## src/rtl/fpu_dispatch.sv

```systemverilog
// fpu_dispatch
// Queues floating-point requests in a small FIFO, issues them one at a time
// to an external arithmetic unit, and holds each result in a single response
// slot until downstream accepts it.
//
// Parameters:
//   DEPTH  request FIFO entries (power of two, 2..16)
//   TAG_W  width of the request/response tag
//
// Ports:
//   clk, rst                 clock and asynchronous active-high reset
//   req_valid/req_ready      request handshake
//   req_a, req_b, req_op     request operands and operation code
//   req_tag                  request identifier, returned with the result
//   fpu_a, fpu_b, fpu_op     registered operands to the arithmetic unit
//   fpu_result, fpu_valid    result and result-valid from the arithmetic unit
//   rsp_valid/rsp_ready      response handshake
//   rsp_result, rsp_tag      captured result and its tag
//   rsp_dz                   divide-by-zero flag (FPU_DISPATCH_DZ_EN only)
//   busy                     work queued, in flight, or awaiting pickup
//
// Configuration:
//   FPU_DISPATCH_DZ_EN  when defined, adds the rsp_dz output.

module fpu_dispatch #(
  parameter int DEPTH = 4,
  parameter int TAG_W = 4
) (
  input  logic             clk,
  input  logic             rst,
  input  logic             req_valid,
  output logic             req_ready,
  input  logic [31:0]      req_a,
  input  logic [31:0]      req_b,
  input  logic [2:0]       req_op,
  input  logic [TAG_W-1:0] req_tag,
  output logic [31:0]      fpu_a,
  output logic [31:0]      fpu_b,
  output logic [2:0]       fpu_op,
  input  logic [31:0]      fpu_result,
  input  logic             fpu_valid,
  output logic             rsp_valid,
  input  logic             rsp_ready,
  output logic [31:0]      rsp_result,
  output logic [TAG_W-1:0] rsp_tag,
`ifdef FPU_DISPATCH_DZ_EN
  output logic             rsp_dz,
`endif
  output logic             busy
);

  localparam int PTR_W = (DEPTH > 1) ? $clog2(DEPTH) : 1;
  localparam int CNT_W = PTR_W + 1;

  typedef enum logic [1:0] {
    IDLE,
    ISSUE,
    CAPTURE
  } state_t;

  state_t state, next_state;

  logic [31:0]      a_mem   [DEPTH];
  logic [31:0]      b_mem   [DEPTH];
  logic [2:0]       op_mem  [DEPTH];
  logic [TAG_W-1:0] tag_mem [DEPTH];

  logic [PTR_W-1:0] wr_ptr, rd_ptr;
  logic [CNT_W-1:0] count;
  logic [TAG_W-1:0] issued_tag;

  logic push, pop, capture;

  // Readiness comes from the registered count only, so a pop in the same
  // cycle does not make a full FIFO look ready.
  assign req_ready = (count != CNT_W'(DEPTH));
  assign push      = req_valid && req_ready;
  assign busy      = (state != IDLE) || (count != '0) || rsp_valid;

  // Storage has no reset; entries are only read after being written.
  always_ff @(posedge clk) begin
    if (push) begin
      a_mem[wr_ptr]   <= req_a;
      b_mem[wr_ptr]   <= req_b;
      op_mem[wr_ptr]  <= req_op;
      tag_mem[wr_ptr] <= req_tag;
    end
  end

  always_ff @(posedge clk or posedge rst) begin
    if (rst) begin
      state <= IDLE;
    end else begin
      state <= next_state;
    end
  end

  // Capture needs the response slot empty or being drained on this same edge.
  always_comb begin
    next_state = state;
    pop        = 1'b0;
    capture    = 1'b0;
    case (state)
      IDLE: begin
        if (count != '0) begin
          pop        = 1'b1;
          next_state = ISSUE;
        end
      end
      ISSUE: begin
        next_state = CAPTURE;
      end
      CAPTURE: begin
        if (fpu_valid && (!rsp_valid || rsp_ready)) begin
          capture    = 1'b1;
          next_state = IDLE;
        end
      end
      default: begin
        next_state = IDLE;
      end
    endcase
  end

  always_ff @(posedge clk or posedge rst) begin
    if (rst) begin
      wr_ptr     <= '0;
      rd_ptr     <= '0;
      count      <= '0;
      fpu_a      <= '0;
      fpu_b      <= '0;
      fpu_op     <= '0;
      issued_tag <= '0;
      rsp_valid  <= 1'b0;
      rsp_result <= '0;
      rsp_tag    <= '0;
`ifdef FPU_DISPATCH_DZ_EN
      rsp_dz     <= 1'b0;
`endif
    end else begin
      if (push) begin
        wr_ptr <= wr_ptr + PTR_W'(1);
      end
      if (pop) begin
        rd_ptr     <= rd_ptr + PTR_W'(1);
        fpu_a      <= a_mem[rd_ptr];
        fpu_b      <= b_mem[rd_ptr];
        fpu_op     <= op_mem[rd_ptr];
        issued_tag <= tag_mem[rd_ptr];
      end
      case ({push, pop})
        2'b10:   count <= count + CNT_W'(1);
        2'b01:   count <= count - CNT_W'(1);
        default: count <= count;
      endcase
      if (capture) begin
        rsp_valid  <= 1'b1;
        rsp_result <= fpu_result;
        rsp_tag    <= issued_tag;
`ifdef FPU_DISPATCH_DZ_EN
        rsp_dz     <= (fpu_op == 3'd3) && (fpu_b == 32'd0);
`endif
      end else if (rsp_ready) begin
        rsp_valid <= 1'b0;
      end
    end
  end

endmodule

```

## config.mk

```make
export PLATFORM = sky130hd
export DESIGN_NAME = fpu_dispatch
export DESIGN_NICKNAME = d
export VERILOG_FILES = /design/src/rtl/fpu_dispatch.sv
export SDC_FILE = /design/constraint.sdc
export NUM_CORES = 1
export LEC_CHECK = 0
export ABC_CLOCK_PERIOD_IN_PS = 5300
export BUFFER_PORTS_ARGS = -buffer_cell sky130_fd_sc_hd__buf_4
export CELL_PAD_IN_SITES_DETAIL_PLACEMENT = 0
export CELL_PAD_IN_SITES_GLOBAL_PLACEMENT = 1
export CORE_ASPECT_RATIO = 1.2
export CORE_UTILIZATION = 37
export CTS_BUF_LIST = sky130_fd_sc_hd__clkbuf_8
export CTS_CLUSTER_DIAMETER = 100
export CTS_CLUSTER_SIZE = 8
export DETAILED_ROUTE_END_ITERATION = 8
export PLACE_DENSITY_LB_ADDON = 0.15
export SYNTH_ARGS = -nofsm -noshare
export SYNTH_HDL_FRONTEND = slang
export SYNTH_SLANG_ARGS = --single-unit
```

## constraint.sdc

```tcl
create_clock -name clk -period 5.3 [get_ports clk]
set_clock_uncertainty 0.05 [all_clocks]
set_input_delay 0.795 -clock clk [delete_from_list [all_inputs] [get_ports clk]]
set_output_delay 0.795 -clock clk [all_outputs]
set_load 0.05 [all_outputs]
```

# [Word level (Yosys, flattened, before mapping)]
# Memories as Yosys holds them, arrays and structs flattened. A register that Yosys moved wholly into a read port is not among the register bits.
# Cells that the tools add are included.
[totals] ff_bits=46 latchBits=0 ramBits=284 romBits=0 inputBits=108 output_inout_bits=106 wordCells=46 n_memories=4
[classes] n_addsub=4 multipliers=0 n_div=0 n_lt_le_gt_ge=0 eq_ne=7 shifts=0 n_mux=12 bitwise_logic=0 reduce_logical=12
[memory_table] memory="a_mem" depth=4 width=32 read_ports=1 rd_clocked_by_memory_dff=1 wr=1 line_no="63" text="logic [31:0] a_mem [DEPTH];"
[memory_table] memory="b_mem" depth=4 width=32 read_ports=1 rd_clocked_by_memory_dff=1 wr=1 line_no="64" text="logic [31:0] b_mem [DEPTH];"
[memory_table] memory="tag_mem" depth=4 width=4 read_ports=1 rd_clocked_by_memory_dff=1 wr=1 line_no="66" text="logic [TAG_W-1:0] tag_mem [DEPTH];"
[memory_table] memory="op_mem" depth=4 width=3 read_ports=1 rd_clocked_by_memory_dff=1 wr=1 line_no="65" text="logic [2:0] op_mem [DEPTH];"
[ops] cell="two-way mux 1 bit" n=8
[ops] cell="one-hot mux 2 bit (3 select lines)" n=1
[ops] cell="one-hot mux 3 bit (2 select lines)" n=1
[ops] cell="nonzero test 2 bit" n=3
[ops] cell="adder 2 x 1 -> 2 bit, second input constant" n=2
[ops] cell="equality test 2 x 1 -> 1 bit, second input constant" n=2
[ops] cell="equality test 2 bit, second input constant" n=2
[ops] cell="two-way mux 2 bit" n=2
[ops] cell="inequality test 2 bit, second input constant" n=2
[ops] cell="adder 3 x 1 -> 3 bit, second input constant" n=1
[ops] cell="logical OR 1 bit" n=3
[ops] cell="inequality test 3 bit, second input constant" n=1
[ops] cell="nonzero test 3 bit" n=1
[ops] cell="subtractor 3 x 1 -> 3 bit, second input constant" n=1
[ops] cell="logical AND 1 bit" n=2
[ops] cell="zero test 2 bit" n=1
[ops] cell="AND reduction 2 bit" n=1
[ops] cell="zero test 1 bit" n=1

# [Logic depth before layout (Yosys ltp)]
# Gate-level depths: netlist of the first run.
[logic_depth] word_depth=6 depth_mapped=10 depth_no_buf=9

# [Least setup slack after synthesis of the first run]
# No wires, ideal clock.
[synth_path] kind="register to register" start="register count[2]" end="memory a_mem[0][0], enable pin" setup_ns=0.437 t_arrival_ns=2.692 required_time_ns=4.813 slack_ns=2.120 path_stages_with_launch=3 path_buffers=0 synth_period_minus_slack_ns=3.180 path_cell_list="dfrtp_1 > or3b_1 > and3_1"
[synth_via] elab_chain_cells=4
[synth_rtl] element="start, declared" line_no="69" text="logic [CNT_W-1:0] count;"
[synth_rtl] element="start signal, assigned" line_no="152" text="2'b10: count <= count + CNT_W'(1);"
[synth_rtl] element="start signal, assigned" line_no="153" text="2'b01: count <= count - CNT_W'(1);"
[synth_rtl] element="start signal, assigned" line_no="154" text="default: count <= count;"
[synth_rtl] element="inequality test 3 bit" line_no="76" text="assign req_ready = (count != CNT_W'(DEPTH));"
[synth_rtl] element="via req_ready" line_no="32" text="output logic req_ready,"
[synth_rtl] element="logical AND 1 bit" line_no="77" text="assign push = req_valid && req_ready;"
[synth_rtl] element="two-way mux 1 bit" line_no="82" text="if (push) begin"
[synth_rtl] element="two-way mux 1 bit (not written as such)" line_no="83" text="a_mem[wr_ptr] <= req_a;"
[synth_rtl] element="end, declared" line_no="63"
# The timed path passes the listed nets, and every way through them passes these cells.

# [Worst setup path after layout of the first run]
[layout_path] start="register count[0]" end="output busy"
[layout_via] elab_chain_cells=3
[layout_rtl] element="nonzero test 3 bit" line_no="78" text="assign busy = (state != IDLE) || (count != '0) || rsp_valid;"
[layout_rtl] element="logical OR 1 bit (2 in series)" line_no="78"
[layout_rtl] element="end, declared" line_no="49" text="output logic busy"
# No other way between the ends.

==> summary.txt, run 1 <==
Outcome
  • Outcome: completed

Floorplanning
  • Die height: 223 um
  • Core area: 39900 sq um
  • Die width: 186 um
  • I/O Pins: 214
  • Initial Util: 0.378
  • Die area: 41600 sq um
  • FP Rows: 80

Timing
  • Final min period: 3.02 ns
  • Final setup fails: 0
  • Final Hold Fails: 0
  • RSZ-0062 raised after global routing: no
  • Final WS setup: 2.28 ns
  • Setup_tns: 0 ns
  • Max Slew Vio Count: 0
  • Tcrit/Tclk final: 0.570
  • Max Freq: 331 MHz
  • Least-Margin Pin Slew: 1.19 ns
  • Slew Limit Headroom: 0.204

Global route
  • Vias in the first global route: 7857
  • Grt met2 use: 0.257
  • Overall Global Routing Usage: 0.150
  • Total gr overflow: 0
  • Met3 usage: 0.0389
  • Initial antenna violation count: 1
  • Met1 Use GR: 0.182
  • First-pass GRT wire length: 46200 um
  • Most used routing layer: met2
  • Pin count of the biggest net entering global routing: 92

Hold path
  • HP Class: input port to async pin

Cells and area
  • Commonest non-fill, non-tap cells in the layout: 284 x edfxtp_1, 222 x buf_4, 115 x dfrtp_1
  • Layout net count: 1013
  • Post-Layout Cell Count: 1480
  • Layout cells sized above 1: 0.499
  • Commonest non-fill, non-tap cell in the layout: edfxtp_1
  • Area Overhead vs Synth: 20.5%
  • Post-Layout Inst Area: 18200 sq um

CTS
  • Clock insertion delay at the later pin of the skew report: 0.60 ns
  • Setup bufs post-CTS: 0
  • Hold_buf cts: 0
  • Resized Gates After CTS: 0
  • H-tree Lvls: 2
  • CTS max path bufs: 3
  • Total CTS buffers: 56
  • CTS tree: yes
  • Clk root buf: clkbuf_8
  • Num Clock Sinks: 401
  • Clk slew on worst S/H paths: 0.07 ns

Placement
  • Placed cell count: 1374
  • Worst slack, placed: 2.48 ns
  • Post-Place Cell Area: 17200 sq um
  • Buffers on Ports: 213
  • Gp weighted congestion: 0.666
  • HPWL Detailed: 17500 um

Critical path
  • R2r worst-path depth: 8
  • Crit path buffers/inverters: 1
  • CP Cell Sequence: or3_4 > or4_2 > buf_4
  • WP data required: 4.45 ns
  • Setup crit start kind: register
  • Critical Path Start: count[0]$_DFFE_PP0P_
  • WP depth: 3
  • Crit path capture: busy
  • Reg2Reg Launch Point: state[0]$_DFFE_PP0P_
  • R2R setup slack: 2.54 ns
  • Delay-heaviest family, CP: simple AND/OR/NAND/NOR gates
  • Slowest CP cell: or4_2
  • Worst setup path category: register to primary output
  • Max FO, Critical Path: 4
  • Critical path's largest stage delay: 0.55 ns
  • Crit path DAT: 2.18 ns
  • Worst R2R End: count[2]$_DFFE_PP0P_
  • CP Capture Type: primary output

Routing
  • Routed Wire Length: 30500 um
  • Initial DRT Pass Iterations: 4
  • DR vias: 7071
  • Drt via density: 4.78
  • Initial DRC Count: 326
  • Antenna viol nets, final: 0
  • DRC Markers: 0
  • Routed WL per cell: 20.6 um

Synthesis
  • Post-synthesis net count: 761
  • Flops & latches, synth: 401
  • Synthesized area: 15100 sq um
  • Synthesized area per cell: 23.3 sq um
  • Simple-gate share of the synthesized area: 0.00714
  • Mux share of post-synthesis cell area: 0.205
  • Yosys top cell area share: 0.566
  • Largest area contributor in the netlist: edfxtp_1
  • Post-Synth Adder-Cell Area: 0.00548
  • Main combinational cell family by area after synthesis: multiplexers
  • Post-synthesis sequential area ratio: 0.760
  • Xor and xnor area share after synthesis: 0.00349
  • Count of different cell masters after synthesis: 27
  • Area contributors post-synth: edfxtp_1 57%, dfrtp_1 19%, mux4_2 11%
  • Yosys Warn Count: 0
  • Post-Syn Instances: 647
  • Synth Area in Compound Gates: 0.000332

Power and ir drop
  • Max VDD drop: 0.345 mV
  • Leak: 7.03 nW
  • PwrDens: 656 nW/um^2
  • Tot Pwr: 0.0119 W

Run
  • Max cap viols: 0
[power breakdown]
group / internal (W) / leakage [nW] / switching, W
combinational: 0.00216 / 2.39 / 0.00272
sequential: 0.00434 / 3.98 / 0.000591
clock: 0.000997 / 0.660 / 0.00111
total: 0.00750 / 7.03 / 0.00442
[metrics by stage]
| stage | hold slack, ns | utilization |
|---|---|---|
| floorplan | 0.405 | - |
| global placement | 0.425 | 0.430 |
| detailed placement | 0.431 | 0.430 |
| CTS | 0.285 | 0.455 |
| global route | 0.292 | 0.455 |
| finish | 0.298 | 0.455 |
[Yosys cell counts]
cell	instances
a21oi_1	1
and2_1	1
and2_2	1
and2_4	1
and3_1	4
buf_12	8
buf_2	13
clkbuf_1	7
dfrtp_1	117
edfxtp_1	284
fa_1	1
ha_1	5
inv_1	8
mux2_2	41
mux2_4	68
mux2i_1	1
mux4_2	71
nand2_1	1
nand2b_1	1
nand3_1	1
nand4b_1	1
nor2_1	2
or3_4	1
or3b_1	1
or4_2	1
xnor2_1	3
xor2_1	3
[worst min path at each step]
stage / endpoint / slack, ns / cells after the start
after floorplan: count[2]$_DFFE_PP0P_ / 0.40 / 1
after global placement: count[2]$_DFFE_PP0P_ / 0.43 / 1
after detailed placement: count[2]$_DFFE_PP0P_ / 0.43 / 1
after CTS: b_mem[3][13]$_DFFE_PP_ / 0.29 / 1
after global routing: b_mem[2][10]$_DFFE_PP_ / 0.29 / 1
final: rsp_result[9]$_DFFE_PP0P_ / 0.30 / 2
[area by class of cell]
class                           count  area, sq um
Clock inverter                     47          189
Clock buffer                       57          785
Sequential cell                   401        11500
Inverter                            8         35.0
Timing Repair Buffer              222         1670
Tap cell                          533          667
Fill cell                        3424        21800
Multi-Input combinational cell    210         3360
Antenna cell                        2         5.00
[worst register-to-register path: stages, from the launching register on]
cell and delay, ns:
dfrtp_1 0.40, nor2_1 0.17, and2_4 0.84, ha_1 0.35
inv_1 0.07, fa_1 0.37, xor2_1 0.15, nor2_1 0.11
xor2_1 0.16
[sequential cells by signal, indices dropped and copies added (netlist names)]
signal	cells
tag_mem	16
state	2
b_mem	128
rsp_tag	4
a_mem	128
count	3
op_mem	12
fpu_a	32
rd_ptr	2
rsp_valid	1
issued_tag	4
wr_ptr	2
fpu_op	3
rsp_result	32
fpu_b	32
[cell families after synthesis]
kind of cell             Yosys count
flip-flops                       401
multiplexers                     181
buffers and inverters             36
AND/OR/NAND/NOR                   16
XOR/XNOR                           6
adder cells (fa/ha/maj)            6
AO/OA/AOI/OAI                      1
[metal layers]
metal	wire length [um]	up-vias	share of wire
met5	12	-	0.00039
met3	2200	60	0.072
li1	-	3101	-
met1	12200	3678	0.40
met2	15400	230	0.51
met4	684	2	0.022
No activity file was read; power rests on OpenSTA's default activity.
==> run 2: changes to the inputs <==
- ABC_AREA: default -> 1
- ABC_CLOCK_PERIOD_IN_PS: 5300 -> 2710
- clock period: 5.3 -> 2.71 ns (I/O delays scaled with it)
==> summary.txt, run 2 <==
Outcome
  • Outcome: completed

Synthesis
  • Area contributors post-synth: edfxtp_1 52%, dfrtp_1 18%, nand2_1 14%
  • Post-Syn Instances: 1630 (+150%)
  • Synthesized area per cell: 10.1 sq um (-56%)
  • Top-count cell post-synth: nand2_1
  • Largest area contributor in the netlist: edfxtp_1
  • Flops & latches, synth: 401 (unchanged)
  • Post-synthesis sequential area ratio: 0.693 (-0.0669)
  • Yosys Warn Count: 0 (unchanged)
  • Synthesized area: 16500 sq um (+9.7%)
  • Post-synth EDFFs: 284 (unchanged)
  • Async SR Flop Fraction: 0.292 (unchanged)
  • Post-synthesis net count: 1744 (+130%)
  • Top FF cell, synth: edfxtp_1
  • Synth top cells by count: 618 x nand2_1, 336 x inv_1, 284 x edfxtp_1
  • Yosys top cell area share: 0.516 (-0.0498)
  • Count of different cell masters after synthesis: 22 (-19%)

Cells and area
  • FF+latch area: 11500 sq um (unchanged)
  • Fillers: 4092 (+20%)
  • Area Overhead vs Synth: 25.9%
  • Layout net count: 2076 (+100%)
  • Commonest non-fill, non-tap cells in the layout: 618 x nand2_1, 371 x inv_1, 284 x edfxtp_1
  • Post-Layout Cell Count: 2559 (+73%)
  • Commonest non-fill, non-tap cell in the layout: nand2_1
  • Layout cells sized above 1: 0.154 (-0.345)
  • Area of the multi-input gates: 3450 sq um (+2.8%)
  • Regs by FF count: a_mem (128), b_mem (128)

CTS
  • Total CTS buffers: 56 (unchanged)
  • CTS max path bufs: 3 (unchanged)
  • H-tree Lvls: 2 (unchanged)
  • Clk root buf: clkbuf_8
  • Resized Gates After CTS: 0 (unchanged)
  • Hold_buf cts: 107 (+107)
  • CTS tree: yes
  • Setup bufs post-CTS: 0 (unchanged)
  • Num Clock Sinks: 401 (unchanged)
  • Clock insertion delay at the later pin of the skew report: 0.65 ns (+0.05 ns)
  • Clk slew on worst S/H paths: 0.06 ns (about the same)

Placement
  • Buffers on Ports: 213 (unchanged)
  • Placed cell count: 2356 (+71%)
  • Worst slack, placed: 0.730 ns (-1.75 ns)
  • HPWL Detailed: 21700 um (+24%)
  • Gp weighted congestion: 0.698 (+4.8%)

Global route
  • Pin count of the biggest net entering global routing: 144 (+57%)
  • Total gr overflow: 0 (unchanged)
  • Overall Global Routing Usage: 0.181 (+0.0308)
  • First-pass GRT wire length: 63300 um (+37%)
  • Vias in the first global route: 11300 (+44%)
  • Initial antenna violation count: 2 (+1)

Routing
  • Routed WL per cell: 15.6 um (-24%)
  • Routed Wire Length: 40000 um (+31%)
  • Drt via density: 4.42 (-7.5%)
  • DRC Markers: 0 (unchanged)
  • DR vias: 11300 (+60%)
  • Initial DRT Pass Iterations: 5 (+1)
  • Antenna viol nets, final: 0 (unchanged)
  • Initial DRC Count: 505 (+55%)

Timing
  • Least-Margin Pin Slew: 1.00 ns (-0.191 ns)
  • Setup_tns: 0 ns (unchanged)
  • Tcrit/Tclk final: 0.793
  • Slew Limit Headroom: 0.332 (+0.127)
  • Max Freq: 465 MHz
  • Final setup fails: 0 (unchanged)
  • Max Slew Vio Count: 0 (unchanged)
  • RSZ-0062 raised after global routing: no
  • Final WS setup: 0.560 ns (-1.72 ns)
  • Final min period: 2.15 ns
  • Final Hold Fails: 0 (unchanged)

Power and ir drop
  • Internal power: 0.0133 W (+78%)
  • Sw Share: 0.438 (+0.0675)
  • Leak: 10.2 nW (+45%)
  • Combinational Power Share: 0.437 (+0.028)
  • Clock power frac: 0.176 (about the same)
  • PwrDens: 1140 nW/um^2 (+74%)
  • Psw: 0.0104 W (+140%)
  • Flop pwr share: 0.387 (-0.027)
  • Max VDD drop: 0.630 mV (+83%)

Critical path
  • Max FO, Critical Path: 3 (-1)
  • WP data required: 2.25 ns (-2.20 ns)
  • Critical path's largest stage delay: 0.38 ns (-0.17 ns)
  • Worst setup path category: register to primary output
  • Crit path DAT: 1.69 ns (-0.49 ns)
  • Slowest CP cell: dfrtp_1
  • Setup crit start kind: register
  • CP Cell Sequence: inv_1 > nand3_1 > nor2_1 > nand2_1 > buf_4
  • Reg2Reg Launch Point: rd_ptr[1]$_DFFE_PP0P_
  • CP Capture Type: primary output
  • Critical Path Start: count[0]$_DFFE_PP0P_
  • Delay-heaviest family, CP: flip-flops
  • Crit path buffers/inverters: 2 (+1)

Floorplanning
  • Initial Util: 0.376 (-0.00117)
  • I/O Pins: 214 (unchanged)
  • FP Rows: 84 (+5.0%)
  • Core area: 43900 sq um (+10%)
  • Die height: 234 um (+4.7%)
  • Die area: 45500 sq um (+9.6%)
  • Die width: 195 um (+4.7%)

Hold path
  • HP Class: input port to async pin

Run
  • Max cap viols: 0 (unchanged)
## run 2: cell count changes after synthesis, sizes merged, moves of 38 or more
cell / delta
nand3: +146
inv: +331
buf: +39
nand2: +618
o21ai: +38
mux4: -71
mux2: -109
## run 2: stage by stage
stage	hold slack [ns]	instance area (sq um)	total power, W	util
floorplan	0.396	16600	0.0164	-
global placement	0.417	18800	0.0197	0.428
detailed placement	0.416	18800	0.0198	0.428
CTS	0.264	20800	0.0242	0.474
global route	0.296	20800	0.0255	0.474
finish	0.300	20800	0.0237	0.474
## run 2: tightest hold or removal path, cell delays in order
cell and delay [ns]:
dlygate4sd3_1 0.54, buf_4 0.14, clkinvlp_4 0.33
## run 2: final cells by class
class | instances | share of cell area
Clock inverter | 38 | 0.00745
Sequential cell | 401 | 0.551
Clock buffer | 57 | 0.0377
Antenna cell | 1 | 0.000120
Inverter | 339 | 0.0615
Multi-Input combinational cell | 822 | 0.166
Timing Repair Buffer | 342 | 0.143
Tap cell | 559 | 0.0336
## run 2: metal layers
metal | vias to the layer above | part of all wire | GRT usage
met2 | 235 | 0.47 | 0.303
met3 | 68 | 0.045 | 0.0365
met1 | 5318 | 0.46 | 0.235
met4 | 4 | 0.025 | 0.0573
met5 | - | 0.00067 | 0
li1 | 5685 | - | -
## run 2: final timing paths
check,slack (ns),to,cells past startpoint
min in group clk,0.42,count[0]$_DFFE_PP0P_,1
max reg2reg,0.77,fpu_b[15]$_DFFE_PP0P_,5
max,0.56,busy,5
min reg2reg,0.42,count[0]$_DFFE_PP0P_,1
min,0.30,fpu_a[6]$_DFFE_PP0P_,3
max in group asynchronous,1.52,fpu_b[20]$_DFFE_PP0P_,4
## run 2: power groups by stage
stage	logic, W	registers [W]	clock network (W)
floorplan	0.00479	0.0116	0
global placement	0.0104	0.00930	0
detailed placement	0.0105	0.00933	0
CTS	0.0106	0.00922	0.00437
global route	0.0115	0.00938	0.00461
finish	0.0104	0.00919	0.00417
## run 2: cell families (layout without fill, tap and decap cells)
| logic type | count (synthesis) | in the layout | share of synthesized area |
|---|---|---|---|
| compound gates | 38 | 38 | 0.0115 |
| xor+xnor | 5 | 5 | 0.00265 |
| fa+ha+maj | 6 | 6 | 0.00499 |
| buf+inv | 407 | 776 | 0.101 |
| flops | 401 | 401 | 0.693 |
| other cells | 0 | 1 | 0 |
| simple gates | 773 | 773 | 0.187 |
